### config.mk
export PLATFORM = sky130hd
export DESIGN_NAME = gmii_tx_mac
export DESIGN_NICKNAME = d
export VERILOG_FILES = /design/src/rtl/gmii_tx_mac.sv
export SDC_FILE = /design/constraint.sdc
export NUM_CORES = 1
export LEC_CHECK = 0
export ABC_AREA = 1
export CORE_MARGIN = 5
export CORE_UTILIZATION = 43
export CTS_BUF_LIST = sky130_fd_sc_hd__clkbuf_2
export DETAILED_ROUTE_END_ITERATION = 12
export SLEW_MARGIN = 20
export SYNTH_ARGS = -nofsm -noshare
export SYNTH_HDL_FRONTEND = slang
export SYNTH_SLANG_ARGS = --single-unit
### constraint.sdc
create_clock -name switch_clk -period 2.1 [get_ports switch_clk]
set_input_delay 0.315 -clock switch_clk [delete_from_list [all_inputs] [get_ports switch_clk]]
set_output_delay 0.315 -clock switch_clk [all_outputs]
set_load 0.01 [all_outputs]
### src/rtl/gmii_tx_mac.sv
// Egress GMII transmit MAC: frames a byte stream with preamble/SFD, pads to
// minimum size, appends the CRC-32 FCS and enforces the inter-frame gap.
module gmii_tx_mac #(
  parameter int                    DATA_WIDTH      = 8,
  parameter int                    MIN_FRAME_BYTES = 60,
  parameter int                    IFG_BYTES       = 12,
  parameter logic [DATA_WIDTH-1:0] PREAMBLE_BYTE   = 8'h55,
  parameter logic [DATA_WIDTH-1:0] SFD_BYTE        = 8'hD5,
  parameter int                    CNT_WIDTH       = 16
) (
  input  logic                  switch_clk,
  input  logic                  rst,
  input  logic [DATA_WIDTH-1:0] in_data_i,
  input  logic                  in_valid_i,
  input  logic                  in_last_i,
  output logic                  in_ready_o,
  output logic [DATA_WIDTH-1:0] gmii_tx_data_o,
  output logic                  gmii_tx_en_o,
  output logic                  gmii_tx_er_o,
  output logic                  busy_o,
  output logic [CNT_WIDTH-1:0]  frames_sent_o,
  output logic [CNT_WIDTH-1:0]  underflow_cnt_o
);

  localparam logic [31:0]          CRC_POLY = 32'hEDB88320;
  localparam logic [31:0]          CRC_INIT = 32'hFFFFFFFF;
  localparam int                   PRE_BYTES = 7;
  localparam logic [7:0]           PRE_LAST = 8'(PRE_BYTES - 1);
  localparam logic [7:0]           IFG_LAST = 8'(IFG_BYTES - 1);
  localparam logic [6:0]           MIN_CNT  = 7'(MIN_FRAME_BYTES);
  localparam logic [CNT_WIDTH-1:0] CNT_ONE  = {{(CNT_WIDTH-1){1'b0}}, 1'b1};

  typedef enum logic [3:0] {
    S_IDLE, S_PREAMBLE, S_SFD, S_DATA, S_PAD, S_FCS, S_ABORT, S_DRAIN, S_IFG
  } state_t;

  // The state names the byte the FSM produces for the next wire cycle; the
  // GMII registers then hold it, so the wire lags the decision by one cycle.
  state_t                  state_q, state_d;
  logic [7:0]              phase_q, phase_d;
  logic [6:0]              byte_cnt_q, byte_cnt_d;
  logic [31:0]             crc_q, crc_d;
  logic [DATA_WIDTH-1:0]   tx_data_q, tx_data_d;
  logic                    tx_en_q, tx_en_d;
  logic                    tx_er_q, tx_er_d;
  logic [CNT_WIDTH-1:0]    frames_q, frames_d;
  logic [CNT_WIDTH-1:0]    underflow_q, underflow_d;
  logic                    ready;
  logic [6:0]              next_cnt;

  function automatic logic [31:0] crc_step(input logic [31:0] crc,
                                           input logic [DATA_WIDTH-1:0] b);
    logic [31:0] c;
    c = crc;
    for (int i = 0; i < DATA_WIDTH; i++) begin
      if (c[0] ^ b[i]) c = (c >> 1) ^ CRC_POLY;
      else             c = c >> 1;
    end
    return c;
  endfunction

  function automatic logic [6:0] cnt_sat_inc(input logic [6:0] c);
    return (c == 7'd127) ? c : c + 7'd1;
  endfunction

  function automatic logic [DATA_WIDTH-1:0] fcs_byte(input logic [31:0] crc,
                                                     input logic [1:0] idx);
    logic [31:0] fcs;
    fcs = (~crc) >> {idx, 3'b000};
    return fcs[DATA_WIDTH-1:0];
  endfunction

  always_comb begin
    state_d     = state_q;
    phase_d     = phase_q;
    byte_cnt_d  = byte_cnt_q;
    crc_d       = crc_q;
    tx_data_d   = '0;
    tx_en_d     = 1'b0;
    tx_er_d     = 1'b0;
    frames_d    = frames_q;
    underflow_d = underflow_q;
    ready       = 1'b0;
    next_cnt    = cnt_sat_inc(byte_cnt_q);

    case (state_q)
      S_IDLE: begin
        if (in_valid_i) begin
          state_d    = S_PREAMBLE;
          phase_d    = 8'd0;
          byte_cnt_d = 7'd0;
          crc_d      = CRC_INIT;
          tx_data_d  = PREAMBLE_BYTE;
          tx_en_d    = 1'b1;
        end
      end

      S_PREAMBLE: begin
        tx_en_d = 1'b1;
        if (phase_q == PRE_LAST) begin
          tx_data_d = SFD_BYTE;
          state_d   = S_SFD;
        end else begin
          tx_data_d = PREAMBLE_BYTE;
          phase_d   = phase_q + 8'd1;
        end
      end

      // SFD and DATA both pull the next byte; an empty stream here is an underflow.
      S_SFD, S_DATA: begin
        ready   = 1'b1;
        tx_en_d = 1'b1;
        if (in_valid_i) begin
          tx_data_d  = in_data_i;
          crc_d      = crc_step(crc_q, in_data_i);
          byte_cnt_d = next_cnt;
          phase_d    = 8'd0;
          if (in_last_i) state_d = (next_cnt < MIN_CNT) ? S_PAD : S_FCS;
          else           state_d = S_DATA;
        end else begin
          tx_er_d     = 1'b1;
          underflow_d = underflow_q + CNT_ONE;
          state_d     = S_ABORT;
        end
      end

      S_PAD: begin
        tx_en_d    = 1'b1;
        crc_d      = crc_step(crc_q, '0);
        byte_cnt_d = next_cnt;
        if (next_cnt >= MIN_CNT) begin
          state_d = S_FCS;
          phase_d = 8'd0;
        end
      end

      S_FCS: begin
        tx_en_d   = 1'b1;
        tx_data_d = fcs_byte(crc_q, phase_q[1:0]);
        if (phase_q[1:0] == 2'd3) begin
          frames_d = frames_q + CNT_ONE;
          state_d  = S_IFG;
          phase_d  = 8'd0;
        end else begin
          phase_d = phase_q + 8'd1;
        end
      end

      S_ABORT: state_d = S_DRAIN;

      S_DRAIN: begin
        ready = 1'b1;
        if (in_valid_i && in_last_i) begin
          state_d = S_IFG;
          phase_d = 8'd0;
        end
      end

      S_IFG: begin
        if (phase_q == IFG_LAST) state_d = S_IDLE;
        else                     phase_d = phase_q + 8'd1;
      end

      default: state_d = S_IDLE;
    endcase
  end

  // Register stage: FSM state, CRC accumulator and the GMII output flops.
  always_ff @(posedge switch_clk) begin
    if (rst) begin
      state_q     <= S_IDLE;
      phase_q     <= 8'd0;
      byte_cnt_q  <= 7'd0;
      crc_q       <= CRC_INIT;
      tx_data_q   <= '0;
      tx_en_q     <= 1'b0;
      tx_er_q     <= 1'b0;
      frames_q    <= '0;
      underflow_q <= '0;
    end else begin
      state_q     <= state_d;
      phase_q     <= phase_d;
      byte_cnt_q  <= byte_cnt_d;
      crc_q       <= crc_d;
      tx_data_q   <= tx_data_d;
      tx_en_q     <= tx_en_d;
      tx_er_q     <= tx_er_d;
      frames_q    <= frames_d;
      underflow_q <= underflow_d;
    end
  end

  // Gate ready with rst so a byte is never consumed by an edge that resets us.
  assign in_ready_o      = ready & ~rst;
  assign gmii_tx_data_o  = tx_data_q;
  assign gmii_tx_en_o    = tx_en_q;
  assign gmii_tx_er_o    = tx_er_q;
  assign busy_o          = (state_q != S_IDLE);
  assign frames_sent_o   = frames_q;
  assign underflow_cnt_o = underflow_q;

endmodule
==> results of run 1 <==
[cell type report]
cell class	instances	area [um2]
diodes	4	10.01
clock buffers	9	45.04
clock inverters	7	102.6
fillers	1539	7012
inverters	106	407.9
multi-input cells	755	4294
flip-flops and latches	93	1888
well taps	211	264.0
repair buffers	146	1235
[power by group]
group          leakage (nW)  internal, mW  switching [mW]
clock network        0.0888         0.413           0.713
logic                  2.55          3.08            4.33
registers             0.763          2.13           0.424
[cell usage after synthesis, types with 2 or more instances]
| cell type | n | share of area (%) |
|---|---|---|
| o211ai_1 | 9 | 1.0 |
| xor2_1 | 61 | 8.0 |
| o221ai_1 | 2 | 0.26 |
| xor2_2 | 4 | 0.97 |
| ha_1 | 6 | 1.1 |
| buf_6 | 4 | 0.67 |
| clkbuf_2 | 2 | 0.15 |
| nor3b_1 | 2 | 0.22 |
| or2_2 | 4 | 0.37 |
| nor2_1 | 77 | 4.3 |
| dfxtp_1 | 93 | 28 |
| nor3_1 | 13 | 0.97 |
| nand2_4 | 5 | 0.84 |
| nor2_2 | 8 | 0.75 |
| xnor2_4 | 5 | 2.0 |
| inv_1 | 88 | 4.9 |
| xnor2_1 | 34 | 4.4 |
| o21bai_1 | 2 | 0.22 |
| nand2_2 | 16 | 1.5 |
| a21oi_1 | 103 | 7.7 |
| o21ai_1 | 5 | 0.37 |
| o22ai_1 | 3 | 0.28 |
| buf_4 | 4 | 0.45 |
| buf_2 | 15 | 1.1 |
| a31oi_1 | 2 | 0.19 |
| o21ai_0 | 65 | 4.8 |
| nand2_1 | 217 | 12 |
| o21a_1 | 6 | 0.67 |
| nand3_2 | 4 | 0.60 |
| nand4_1 | 3 | 0.28 |
| nor2_4 | 6 | 1.0 |
| a32oi_1 | 3 | 0.39 |
| nand3_1 | 75 | 5.6 |
| inv_2 | 17 | 0.95 |
| clkbuf_1 | 12 | 0.67 |
[worst paths after layout]
| check | endpoint | slack, ns | depth (start not counted) |
|---|---|---|---|
| setup reg to reg | phase_q[0] | 0.17 | 12 |
| setup / recovery | in_ready_o | -0.03 | 9 |
| hold reg to reg | frames_sent_o[15] | 0.49 | 2 |
| hold / removal | byte_cnt_q[2] | 0.22 | 3 |
[worst min-delay path, cell delays in order]
cell and delay, ns:
buf_2 0.12, buf_4 0.26, nor2_1 0.13
[state kept, by name, summed over array words and instances, names as in the netlist]
name,count
crc_q,32
frames_sent_o,16
underflow_cnt_o,16
gmii_tx_data_o,8
phase_q,8
byte_cnt_q,7
state_q,4
gmii_tx_en_o,1
gmii_tx_er_o,1
[logic make-up (layout without fill, tap and decap cells)]
kind of cell	Yosys count	count (layout)	synth area share [%]
adder cells (fa/ha/maj)	6	6	1.118
AND/OR/NAND/NOR	437	437	29.42
XOR/XNOR	106	106	16.06
AO/OA/AOI/OAI	206	206	16.64
other	0	4	0
flip-flops	93	93	27.73
buffers and inverters	144	268	9.037
[timing repair]
action | in CTS | in global routing
setup endpoints to repair | 3 | 36
gates resized for setup | 14 | 28
gates cloned | 0 | 0
buffers inserted | 9 | 4
pin swaps | 2 | 5
[layer usage]
metal	global-route usage (%)	wire length (um)	share of wire, %
met1	30.78	9280	45
met2	36.83	9370	46
met3	4.322	1164	5.7
met4	9.630	680	3.3
met5	0	0	0
==> summary.md, run 1 <==
| Metric | Value |
|---|---|
| Htree depth | 3 |
| DRC viols | 0 |
| Final hold slack | 0.2161 ns |
| Max Cap Violations | 0 |
| Worst path cell trace | inv_4 -> nor2_4 -> inv_2 -> nor2_4 -> inv_2 -> nor2_2 -> nor2_1 -> nor2_1 -> buf_2 |
| Power Density | 1346 nW/um2 |
| Final Cycle Share | 101.4% |
| Gp weighted congestion | 0.9519 |
| Final setup margin | -0.02965 ns |
| Tmin final | 2.130 ns |
| Cells after DPL | 1298 |
| WL final | 20500 um |
| Total CTS buffers | 9 |
| Cells after synthesis | 992 |
| # hold bufs at CTS | 0 |
| Initial DRC count | 552 |
| DR vias/cell | 5.120 |
| Failing checks | setup timing |
| First-pass GRT wire length | 33520 um |
| Crit Path Max Fanout | 4 |
| Die area | 18220 um2 |
| Maximum root-to-sink buffer count | 2 |
| Min-delay src | rst |
| Cell family with most CP delay | simple AND/OR/NAND/NOR gates |
| Clock transition at the registers of the reported paths | 0.29 ns |
| Hold Crit Class | in -> reg |
| Max incr delay on CP | 0.42 ns |
| Final Instance Area | 8247 um2 |
| Pre-CTS setup slack | -0.1183 ns |
| GRT Total Usage | 23.12% |
| Clk root buf | clkbuf_2 |
| Via count | 6815 |
| Most frequent cells in the layout | nand2_1 (217), a21oi_1 (103), buf_4 (90), inv_1 (85), dfxtp_1 (78) |
| Skew final | 0.02987 ns |
| Detailed placement HPWL | 15340 um |
| Fin Setup TNS | -0.02965 ns |
| CP Class | reg -> out |
| Chip width | 135.0 um |
| Drt first pass iters | 5 |
| Nets | 1129 |
| Post-route ant nets | 0 |
| # setup viols final | 1 |
| Io pins | 56 |
| Synthesized area | 6715 um2 |
| Critical path arrival | 1.81 ns |
| Worst setup EP type | output port |
| Top FF cell, synth | dfxtp_1 |
| Slew @ Worst Pin | 0.5288 ns |
| CP required | 1.78 ns |
| Clk sink count | 93 |
| Final hold violation count | 0 |
| Worst rel slew slack | 64.49% |
| Leakage | 3.404 nW |
| Mapped Nets | 1010 |
| Post-Layout Cell Count | 1331 |
| Area post-placement | 7914 um2 |
| Fmax | 469.6 MHz |
| Starting Density | 44.01% |
| Routed len/inst | 15.40 um |
| Initial antenna violation count | 1 |
| Row count | 45 |
| Slew Viols, Final | 0 |
| Clk Latency, worst-skew pair | 0.63 ns |
| FF-to-FF Start | byte_cnt_q[0] |
| #FFs+latches synth | 93 |
| Peak supply drop | 0.4614 mV |
| PortBufs | 55 |
| CTS tree | built |
| Status | complete, but fails checks |
| Async SR Flop Fraction | 0% |
| Core Area | 15260 um2 |
| Synth cell types | 52 |
| Post-synth EDFFs | 0 |
| Synth warn | 0 |
| Core Util, Final | 54.05% |
| Total power | 11.10 mW |
| Slowest CP cell | dfxtp_2 |
| Bufs and invs on worst path | 4 |
| Avg Cell Area, Syn | 6.769 um2 |
| Crit. Startpoint | state_q[2] |
| Layout cells sized above 1 | 18.91% |
| Most common cell after layout, fill and taps aside | nand2_1 |
| Vias in the first global route | 6436 |
| Grt total ovfl | 0 |
| Largest net degree at the start of global routing | 36 |
| Area Overhead vs Synth | 22.81% |
| Seq/Total Area, Yosys | 27.72% |
| RSZ-0062 raised after global routing | yes |
| CP Launch Type | flip-flop |
| Die H | 135.0 um |
(Power assumes the default switching activity.)
==> run 2, diff against run 1 <==
--- a/config.mk
+++ b/config.mk
@@ -10,6 +10,7 @@
 export CORE_UTILIZATION = 43
 export CTS_BUF_LIST = sky130_fd_sc_hd__clkbuf_2
 export DETAILED_ROUTE_END_ITERATION = 12
+export RECOVER_POWER = 25
 export SLEW_MARGIN = 20
 export SYNTH_ARGS = -nofsm -noshare
 export SYNTH_HDL_FRONTEND = slang
==> results of run 2 <==
The final DEF is identical to that of run 1; final timing and power are the same.
==> run 3, diff against run 2 <==
--- a/config.mk
+++ b/config.mk
@@ -6,7 +6,8 @@
 export NUM_CORES = 1
 export LEC_CHECK = 0
 export ABC_AREA = 1
-export CORE_MARGIN = 5
+export CORE_ASPECT_RATIO = 0.7
+export CORE_MARGIN = 2
 export CORE_UTILIZATION = 43
 export CTS_BUF_LIST = sky130_fd_sc_hd__clkbuf_2
 export DETAILED_ROUTE_END_ITERATION = 12
==> run 3 against run 2 <==
Global-route usage increased by 3.0 points. Worst hold slack got worse by 0.038 ns. Largest cell class unchanged. Via count increased by 0.29%. Sequential power about the same. Sequential cell count unchanged. First-iteration DRC count increased by 29%. Cell count decreased by 0.15%. Critical path depth unchanged. Register-to-register slack got worse by 0.04 ns. The run still ends with setup timing left. Cell area increased by 0.20%. Routed wire length increased by 5.3%. Worst setup slack improved by 0.0071 ns.
==> summary.md, run 3 (synthesized netlist as in run 1, its figures left out) <==
| Metric | Value |
|---|---|
| Status | complete, but fails checks |
| Failing checks | setup timing |
| R2R Setup Slk | 0.13 ns |
| Tmin final | 2.123 ns |
| Initial antenna violation count | 0 |
| Power Density | 1358 nW/um2 |
| Post-Layout Cell Count | 1329 |
| Critical path arrival | 1.81 ns |
| Most frequent cells in the layout | nand2_1 (216), a21oi_1 (103), buf_4 (102), inv_1 (85), dfxtp_1 (84) |
| Nets | 1142 |
| Cell family with most CP delay | simple AND/OR/NAND/NOR gates |
| Max incr delay on CP | 0.41 ns |
| Starting Density | 43.59% |
| Reg2Reg Capture Point | state_q[2] |
| Peak supply drop | 0.7849 mV |
| Via count | 6835 |
| Slew @ Worst Pin | 0.5725 ns |
| Final setup margin | -0.02253 ns |
| Maximum root-to-sink buffer count | 2 |
| DR vias/cell | 5.143 |
| Cells after DPL | 1304 |
| Bufs and invs on worst path | 4 |
| Clk Latency, worst-skew pair | 0.60 ns |
| Fmax | 471.1 MHz |
| Max reg flops | 32 |
| FF-to-FF Start | byte_cnt_q[0] |
| Gp weighted congestion | 0.9491 |
| Post-route ant nets | 0 |
| # setup viols final | 1 |
| Initial DRC count | 712 |
| Skew final | 0.02760 ns |
| CP Launch Type | flip-flop |
| DRC viols | 0 |
| Grt total ovfl | 0 |
| Slowest CP cell | dfxtp_2 |
| Top reg by flops | crc_q |
| Row count | 38 |
| # hold bufs at CTS | 0 |
| Vias in the first global route | 6156 |
| Final hold violation count | 0 |
| CP required | 1.78 ns |
| Clk root buf | clkbuf_2 |
| Crit. Startpoint | state_q[2] |
| Area post-placement | 8040 um2 |
| Layout cells sized above 1 | 19.13% |
| PortBufs | 55 |
| Reg area | 1873 um2 |
| Cells on worst reg2reg path | 10 |
| Die H | 108.6 um |
| Htree depth | 3 |
| Core Area | 15400 um2 |
| GRT Total Usage | 26.12% |
| Crit Path Max Fanout | 3 |
| Leakage | 3.438 nW |
| Drt first pass iters | 5 |
| Largest net degree at the start of global routing | 47 |
| Worst rel slew slack | 61.83% |
| Clock transition at the registers of the reported paths | 0.27 ns |
| Hold Crit Class | in -> reg |
| Worst setup EP type | output port |
| Routed len/inst | 16.24 um |
| Most common cell after layout, fill and taps aside | nand2_1 |
| CP Class | reg -> out |
| RSZ-0062 raised after global routing | yes |
| Die area | 16650 um2 |
| Slew Viols, Final | 0 |
| Filler cells | 1569 |
| Fin Setup TNS | -0.02253 ns |
| CTS tree | built |
| First-pass GRT wire length | 33950 um |
| Io pins | 56 |
| Inserted Diodes | 0 |
| Clk sink count | 93 |
| Chip width | 153.4 um |
| WP depth | 9 |
| Worst Setup EP | in_ready_o |
| WL final | 21590 um |
| Worst path cell trace | inv_4 -> nor2_4 -> inv_2 -> nor2_4 -> inv_2 -> nor2_2 -> nor2_1 -> nor2_1 -> buf_2 |
| Max Cap Violations | 0 |
| Area of the multi-input gates | 4277 um2 |
| Detailed placement HPWL | 16260 um |
| Total power | 11.22 mW |
| Final Instance Area | 8263 um2 |
| Total CTS buffers | 9 |
| Final Cycle Share | 101.1% |
| Area Overhead vs Synth | 23.05% |
-- run 3: cell types whose count changed in the layout (fill, tap and decap cells not counted), moves of 2 or more --
cell,change
clkbuf_2,+2
dfxtp_2,-3
inv_2,+2
dfxtp_1,+6
nand2_2,+2
inv_4,-2
buf_4,+12
diode_2,-4
dfxtp_4,-3
-- run 3: cell type report --
class | instances | share of cell area [%]
clock buffer | 11 | 0.6663
tap | 200 | 3.028
sequential | 93 | 22.67
multi-input combinational | 755 | 51.76
inverter | 106 | 4.876
timing repair buffer | 159 | 16.28
clock inverter | 5 | 0.7268
-- run 3: through the flow --
step	hold slack (ns)	util, %	setup WS (ns)
floorplan	0.4475	-	0.2794
global placement	0.4586	52.19	-0.1781
detailed placement	0.4636	52.19	-0.1844
CTS	0.1520	53.17	-0.1481
global route	0.1507	53.64	-0.1635
finish	0.1786	53.64	-0.02253
-- run 3: worst min path at each step --
| stage | start | to | slack (ns) | depth (start not counted) |
|---|---|---|---|---|
| 6_report | rst | byte_cnt_q[0] | 0.18 | 5 |
| 5_1_grt | rst | phase_q[1] | 0.15 | 3 |
| 4_1_cts | rst | phase_q[1] | 0.15 | 3 |
| 3_5_place_dp | frames_sent_o[15] | frames_sent_o[15] | 0.46 | 2 |
| 3_3_place_gp | frames_sent_o[15] | frames_sent_o[15] | 0.46 | 2 |
| 2_1_floorplan | in_data_i[3] | gmii_tx_data_o[3] | 0.45 | 2 |
-- run 3: routing by layer --
layer  vias to the layer above  routed length, um  track usage [%]
li1                       3483                  -                -
met1                      3096              11340            41.02
met2                       231               8150            35.30
met3                        25               1833            6.132
met4                         0                264            5.832
met5                         -                  0                0
-- run 3: where the power goes --
part / switching [mW] / internal [mW]
Clock: 0.680 / 0.289
Combinational: 4.56 / 3.17
Sequential: 0.405 / 2.12
Total: 5.64 / 5.58
-- run 3: what timing repair did --
item                       CTS  global route
setup endpoints to repair    2            20
resized for setup           12            16
setup buffers                3             6
pin swaps                    0             4
-- run 3: worst min-delay path, stage by stage --
cell	delay [ns]
buf_2	0.13
inv_1	0.06
nand2_1	0.08
buf_4	0.15
nor2_1	0.05
